==> config.mk <==
export PLATFORM = sky130hd
export DESIGN_NAME = bcd_time_counter
export DESIGN_NICKNAME = d
export VERILOG_FILES = /design/src/rtl/bcd_time_pkg.sv /design/src/rtl/sync_edge_det.sv /design/src/rtl/bcd_time_counter.sv
export SDC_FILE = /design/constraint.sdc
export NUM_CORES = 1
export LEC_CHECK = 0
export CAP_MARGIN = 20
export CORE_ASPECT_RATIO = 1.75
export CORE_MARGIN = 3
export CORE_UTILIZATION = 40
export DETAILED_ROUTE_END_ITERATION = 12
export DONT_BUFFER_PORTS = 1
export PLACE_DENSITY = 0.6
export SYNTH_ARGS = -nofsm -noshare
export SYNTH_HDL_FRONTEND = slang
export SYNTH_SLANG_ARGS = --single-unit
==> constraint.sdc <==
create_clock -name clk_50MHz -period 3 [get_ports clk_50MHz]
set_clock_uncertainty 0.1 [all_clocks]
set_input_delay 0.45 -clock clk_50MHz [delete_from_list [all_inputs] [get_ports clk_50MHz]]
set_output_delay 0.45 -clock clk_50MHz [all_outputs]
set_load 0.005 [all_outputs]
==> src/rtl/bcd_time_pkg.sv <==
// Shared digit limits, state encoding, reset times and BCD increment helpers
// for the time-of-day counter.
package bcd_time_pkg;

  localparam int unsigned SEC_T_MAX = 5;
  localparam int unsigned MIN_T_MAX = 5;
  localparam int unsigned UNIT_MAX  = 9;
  localparam int unsigned HR24_MAX  = 23;
  localparam int unsigned HR12_MAX  = 12;

  typedef enum logic {
    RUN,
    SET
  } state_e;

  typedef struct packed {
    logic [1:0] t;
    logic [3:0] u;
  } hours_t;

  typedef struct packed {
    logic [3:0] d;
    logic       carry;
  } digit_step_t;

  typedef struct packed {
    hours_t hr;
    logic   wrap;
  } hour_step_t;

  localparam hours_t RST_HOURS_24 = '{t: 2'd0, u: 4'd0};
  localparam hours_t RST_HOURS_12 = '{t: 2'd1, u: 4'd2};
  localparam logic [2:0] RST_TENS  = 3'd0;
  localparam logic [3:0] RST_UNITS = 4'd0;

  // Out-of-range digits fall back to zero without carrying.
  function automatic digit_step_t digit_inc(input logic [3:0] d, input logic [3:0] max);
    digit_step_t r;
    r.d     = 4'd0;
    r.carry = 1'b0;
    if (d < max) begin
      r.d = d + 4'd1;
    end else if (d == max) begin
      r.carry = 1'b1;
    end
    return r;
  endfunction

  function automatic hours_t to_hours(input logic [5:0] v);
    hours_t h;
    if (v >= 6'd20) begin
      h.t = 2'd2;
      h.u = 4'(v - 6'd20);
    end else if (v >= 6'd10) begin
      h.t = 2'd1;
      h.u = 4'(v - 6'd10);
    end else begin
      h.t = 2'd0;
      h.u = 4'(v);
    end
    return h;
  endfunction

  // Next hour value; wrap flags the start of a new day. Invalid hours map to
  // the mode's reset hour.
  function automatic hour_step_t hour_inc(input hours_t h, input logic mode_24h);
    hour_step_t r;
    logic [5:0] v;
    logic       u_ok;
    v      = 6'(h.t) * 6'd10 + 6'(h.u);
    u_ok   = (h.u <= 4'(UNIT_MAX));
    r.wrap = 1'b0;
    if (mode_24h) begin
      r.hr = RST_HOURS_24;
      if (u_ok && v < 6'(HR24_MAX)) begin
        r.hr = to_hours(v + 6'd1);
      end else if (u_ok && v == 6'(HR24_MAX)) begin
        r.wrap = 1'b1;
      end
    end else begin
      r.hr = RST_HOURS_12;
      if (u_ok && v >= 6'd1 && v < 6'(HR12_MAX)) begin
        r.hr   = to_hours(v + 6'd1);
        r.wrap = (v == 6'(HR12_MAX - 1));
      end else if (u_ok && v == 6'(HR12_MAX)) begin
        r.hr = to_hours(6'd1);
      end
    end
    return r;
  endfunction

endpackage

==> src/rtl/sync_edge_det.sv <==
// Multi-flop synchroniser with a history flop; level, rise and fall are all
// registered so they change on the same edge.
module sync_edge_det #(
  parameter int unsigned STAGES      = 2,
  parameter bit          RESET_LEVEL = 1'b0
) (
  input  logic clk,
  input  logic rst,
  input  logic din,
  output logic level,
  output logic rise,
  output logic fall
);

  logic [STAGES-1:0] sync_q;
  logic              hist_q;
  logic              rise_q;
  logic              fall_q;

  // Flops reset to the input's idle level so no event appears on reset exit.
  always_ff @(posedge clk) begin
    if (rst) begin
      sync_q <= {STAGES{RESET_LEVEL}};
      hist_q <= RESET_LEVEL;
      rise_q <= 1'b0;
      fall_q <= 1'b0;
    end else begin
      sync_q <= {sync_q[STAGES-2:0], din};
      hist_q <= sync_q[STAGES-1];
      rise_q <= sync_q[STAGES-1] & ~hist_q;
      fall_q <= ~sync_q[STAGES-1] & hist_q;
    end
  end

  assign level = hist_q;
  assign rise  = rise_q;
  assign fall  = fall_q;

endmodule

==> src/rtl/bcd_time_counter.sv <==
// BCD time-of-day counter driven by 1 Hz edges, with a button-driven set mode.
// SYNC_STAGES must be at least 2.
module bcd_time_counter
  import bcd_time_pkg::*;
#(
  parameter bit          MODE_24H    = 1'b1,
  parameter int unsigned SYNC_STAGES = 2
) (
  input  logic       clk_50MHz,
  input  logic       rst,
  input  logic       clk_1Hz,
  input  logic       set_n,
  input  logic       adv_min_n,
  input  logic       adv_hour_n,
  output logic [1:0] hr_t,
  output logic [3:0] hr_u,
  output logic [2:0] min_t,
  output logic [3:0] min_u,
  output logic [2:0] sec_t,
  output logic [3:0] sec_u,
  output logic       tick,
  output logic       day_wrap,
  output logic       setting
);

  localparam hours_t RST_HOURS = MODE_24H ? RST_HOURS_24 : RST_HOURS_12;

  logic sec_ev, min_ev, hour_ev, set_lvl;
  logic unused_sec_level, unused_sec_fall;
  logic unused_set_rise, unused_set_fall;
  logic unused_min_level, unused_min_rise;
  logic unused_hour_level, unused_hour_rise;

  sync_edge_det #(.STAGES(SYNC_STAGES), .RESET_LEVEL(1'b0)) u_sync_sec (
    .clk  (clk_50MHz),
    .rst  (rst),
    .din  (clk_1Hz),
    .level(unused_sec_level),
    .rise (sec_ev),
    .fall (unused_sec_fall)
  );

  sync_edge_det #(.STAGES(SYNC_STAGES), .RESET_LEVEL(1'b1)) u_sync_set (
    .clk  (clk_50MHz),
    .rst  (rst),
    .din  (set_n),
    .level(set_lvl),
    .rise (unused_set_rise),
    .fall (unused_set_fall)
  );

  sync_edge_det #(.STAGES(SYNC_STAGES), .RESET_LEVEL(1'b1)) u_sync_min (
    .clk  (clk_50MHz),
    .rst  (rst),
    .din  (adv_min_n),
    .level(unused_min_level),
    .rise (unused_min_rise),
    .fall (min_ev)
  );

  sync_edge_det #(.STAGES(SYNC_STAGES), .RESET_LEVEL(1'b1)) u_sync_hour (
    .clk  (clk_50MHz),
    .rst  (rst),
    .din  (adv_hour_n),
    .level(unused_hour_level),
    .rise (unused_hour_rise),
    .fall (hour_ev)
  );

  state_e     state_q;
  hours_t     hr_q;
  logic [2:0] min_t_q, sec_t_q;
  logic [3:0] min_u_q, sec_u_q;
  logic       tick_q, wrap_q;

  digit_step_t su_n, st_n, mu_n, mt_n;
  hour_step_t  hr_n;

  always_comb begin
    su_n = digit_inc(sec_u_q, 4'(UNIT_MAX));
    st_n = digit_inc({1'b0, sec_t_q}, 4'(SEC_T_MAX));
    mu_n = digit_inc(min_u_q, 4'(UNIT_MAX));
    mt_n = digit_inc({1'b0, min_t_q}, 4'(MIN_T_MAX));
    hr_n = hour_inc(hr_q, MODE_24H);
  end

  always_ff @(posedge clk_50MHz) begin
    if (rst) begin
      state_q <= RUN;
      hr_q    <= RST_HOURS;
      min_t_q <= RST_TENS;
      min_u_q <= RST_UNITS;
      sec_t_q <= RST_TENS;
      sec_u_q <= RST_UNITS;
      tick_q  <= 1'b0;
      wrap_q  <= 1'b0;
    end else begin
      tick_q <= 1'b0;
      wrap_q <= 1'b0;
      unique case (state_q)
        RUN: begin
          // Entering set mode takes priority over a coincident second tick.
          if (!set_lvl) begin
            state_q <= SET;
            sec_t_q <= RST_TENS;
            sec_u_q <= RST_UNITS;
          end else if (sec_ev) begin
            tick_q  <= 1'b1;
            sec_u_q <= su_n.d;
            if (su_n.carry) begin
              sec_t_q <= st_n.d[2:0];
              if (st_n.carry) begin
                min_u_q <= mu_n.d;
                if (mu_n.carry) begin
                  min_t_q <= mt_n.d[2:0];
                  if (mt_n.carry) begin
                    hr_q   <= hr_n.hr;
                    wrap_q <= hr_n.wrap;
                  end
                end
              end
            end
          end
        end
        SET: begin
          sec_t_q <= RST_TENS;
          sec_u_q <= RST_UNITS;
          if (set_lvl) begin
            state_q <= RUN;
          end else begin
            if (min_ev) begin
              min_u_q <= mu_n.d;
              if (mu_n.carry) begin
                min_t_q <= mt_n.d[2:0];
              end
            end
            if (hour_ev) begin
              hr_q <= hr_n.hr;
            end
          end
        end
        default: state_q <= RUN;
      endcase
    end
  end

  assign hr_t     = hr_q.t;
  assign hr_u     = hr_q.u;
  assign min_t    = min_t_q;
  assign min_u    = min_u_q;
  assign sec_t    = sec_t_q;
  assign sec_u    = sec_u_q;
  assign tick     = tick_q;
  assign day_wrap = wrap_q;
  assign setting  = (state_q == SET);

endmodule

==> flow_summary.toml <==
[cells_and_area]
area_growth_pct = 15.6
fin_nets = 276
final_cell_mix = "36 x dfxtp_1, 26 x nor2_1, 19 x ha_1"
antenna_cells = 0
drive_gt1_share_pct = 21.7
regArea_um2 = 763
stdcell_count = 303
final_common_cell = "dfxtp_1"
fill_cells = 505
final_area_um2 = 2410
multi_input_area_um2 = 1300
fin_util_pct = 47.9

[timing]
fin_crit_ns = 2.97
rsz0062_at_grt = "yes"
setup_viol = 0
fin_crit_sh_pct = 99.1
timing_hold_violations_final = 0
slew_violations = 0
worst-slew-pin-transition_ns = 0.633
maxSlewHeadroom_pct = 57.8
fmax_mhz = 336
final.setup.worst_slack_ns = 0.0266

[min_path]
hold_class = "primary input to register"
hold_path_depth = 1

[pwr]
power.internal_uw = 704
p_switching_uw = 191
p_clk_share_pct = 40.7
pwr-share-comb_pct = 1.7
switching_share_pct = 21.3
peakVddDrop_mv = 0.202
p_leak_uw = 0.000969
powerDensity_nw_per_um2 = 372
seq_power_share_pct = 57.6
power_uw = 895

[floorplanning]
fp.dieH_um = 101
fp.dieW_um = 60.5
core_um2 = 5020
die_area_um2 = 6140
row_count = 34
io_pins = 29
start_util_pct = 41.5

[setup_path]
cp.required_ns = 3.08
crit_type = "register to register"
cp-start-kind = "register"
cp-end-kind = "register"
crit_chain = "ha_4 -> fa_2 -> nand3_2 -> xnor2_2 -> inv_1 -> ha_2 -> a21boi_2 -> a21oi_2 -> or4_4 -> a22oi_2 -> xnor2_1 -> o21ai_2"
crit_arrival_ns = 3.06
critPathMaxStageDelay_ns = 0.59
slowest_stage = "fa_2"
r2r_cells = 12
crit_fanout = 5

[grt]
antenna_found_initial = 0
grt_max_degree = 30
grtUsageTotal_pct = 16.5
grt_overflow = 0
grt_pass1_vias = 1671
grt_pass1_wl_um = 7560

[placed_design]
gp_congestion = 0.829
postPlaceCellArea_um2 = 2280
pre_cts_ws_ns = -0.0237
io_buffers = 0
placed_cells = 292
dp_hpwl_um = 3440

[routing]
routedWlPerCell_um = 14.7
drt_iter0_drc = 72
vias_per_cell = 5.50
vias = 1668
drc = 0
dr.pass1.iters = 4
ant_nets = 0
routed_wl_um = 4460

[logic_synthesis]
synth_warnings = 0
syn_area_per_cell_um2 = 9.09
synthFlopType = "dfxtp_1"
syn_area_um2 = 2080
synth_fp_nets = 257
synth_edf_count = 0
synth_seq_area_share_pct = 36.5
ys_ff_latch = 38
ys_types = 53
synth-async-reset-ratio_pct = 0
postSynthCellCount = 229

[clocking]
clk_latency_ns = 0.29
cts_sinks = 38
clock_path_buffers = 2
cts_buffers = 5
cts_tree = "yes"
clock-root-buffer = "clkbuf_8"
cts.clk_slew.worst_paths_ns = 0.07
ctsHtreeMaxLevel = 2
cts_hold_buf = 0

[status]
outcome = "completed"

[run]
maxCapViolations = 0
synth_stat cells, drive strengths merged, types with 2 or more instances:
master  count  area [µm²]
dfxtp      38         761
nand4b      2        17.5
o21a        3        22.5
nand2      14        52.6
xnor2       3        26.3
clkbuf      3        11.3
mux2i       3        30.0
nor3        6        30.0
o211ai      2        15.0
o2111a      2        22.5
a211oi      3        22.5
a22oi       5        42.5
a21oi      13        68.8
a41oi       2        17.5
o21ai       7        38.8
xor2        2        25.0
or2         9        56.3
and3        3        18.8
or3         3        18.8
nor2b       7        43.8
nand2b      3        18.8
ha         21         263
nor2       26        97.6
a21boi      2        15.0
nand3       5        25.0
a22o        3        27.5
inv        16        60.1
a21o        2        16.3
and2        3        18.8
nor4        2        12.5
power by group through the flow:
stage	registers [µW]	clock network, µW	logic, µW
6_report	516	365	15.3
5_1_grt	517	406	17.7
4_1_cts	516	380	15.6
3_5_place_dp	528	0	15.5
3_3_place_gp	527	0	15.4
2_1_floorplan	527	0	17.0
path summary, 6_finish.rpt:
kind	startpoint	endpoint	slack, ns
setup / recovery	hr_u[1]	hr_u[1]	0.03
hold / removal	rst	setting	0.12
setup reg to reg	hr_u[1]	hr_u[1]	0.03
hold reg to reg	u_sync_sec.level	u_sync_sec.rise	0.29
layout make-up:
type                            count  share of cell area [%]
Multi-Input combinational cell    171                    54.0
Sequential cell                    38                    31.7
Clock inverter                      2                   0.520
Tap cell                           54                    2.81
Clock buffer                        6                    3.43
Inverter                           16                    2.50
Timing Repair Buffer               16                    4.99
sequential cells by signal, indices dropped and copies added (netlist names):
signal / cells
u_sync_sec.sync_q: 2
u_sync_sec.rise: 1
u_sync_hour.fall: 1
min_u: 4
min_t: 3
u_sync_min.level: 1
u_sync_set.level: 1
hr_u: 4
hr_t: 2
u_sync_sec.level: 1
u_sync_hour.sync_q: 2
day_wrap: 1
u_sync_min.sync_q: 2
u_sync_set.sync_q: 2
sec_u: 4
tick: 1
setting: 1
u_sync_hour.level: 1
u_sync_min.fall: 1
sec_t: 3
logic make-up (layout without fill, tap and decap cells):
| kind of cell | after synthesis | after routing | synth area share, % |
|---|---|---|---|
| xor+xnor | 6 | 6 | 3.55 |
| simple gates | 89 | 89 | 22.4 |
| fa+ha+maj | 22 | 22 | 13.6 |
| flops | 38 | 38 | 36.5 |
| compound gates | 51 | 51 | 18.5 |
| buf+inv | 20 | 40 | 3.97 |
| mux | 3 | 3 | 1.44 |
critical path: cells and delay by family (launching register included):
kind	cells	cell delay (ns)
fa+ha+maj	3	0.93
simple gates	2	0.57
compound gates	4	0.49
xor+xnor	2	0.36
flops	1	0.34
buf+inv	1	0.09
routing by layer:
metal	wire (µm)	GRT usage, %
met4	73	7.01
met5	0	0
met1	1700	16.6
met2	2540	30.5
met3	143	4.46
through the flow:
stage | setup TNS [ns] | hold WS, ns
after global placement | 0 | 0.273
final | 0 | 0.123
after global routing | -0.464 | 0.102
after CTS | 0 | 0.111
after floorplan | 0 | 0.267
after detailed placement | -0.0237 | 0.281
timing repair:
action | 4_1_cts | 5_1_grt
gates resized for setup | 0 | 2
endpoints found under the setup margin | 2 | 5
pin swaps | 2 | 2
setup buffers | 1 | 2
No activity file was read; power rests on OpenSTA's default activity.
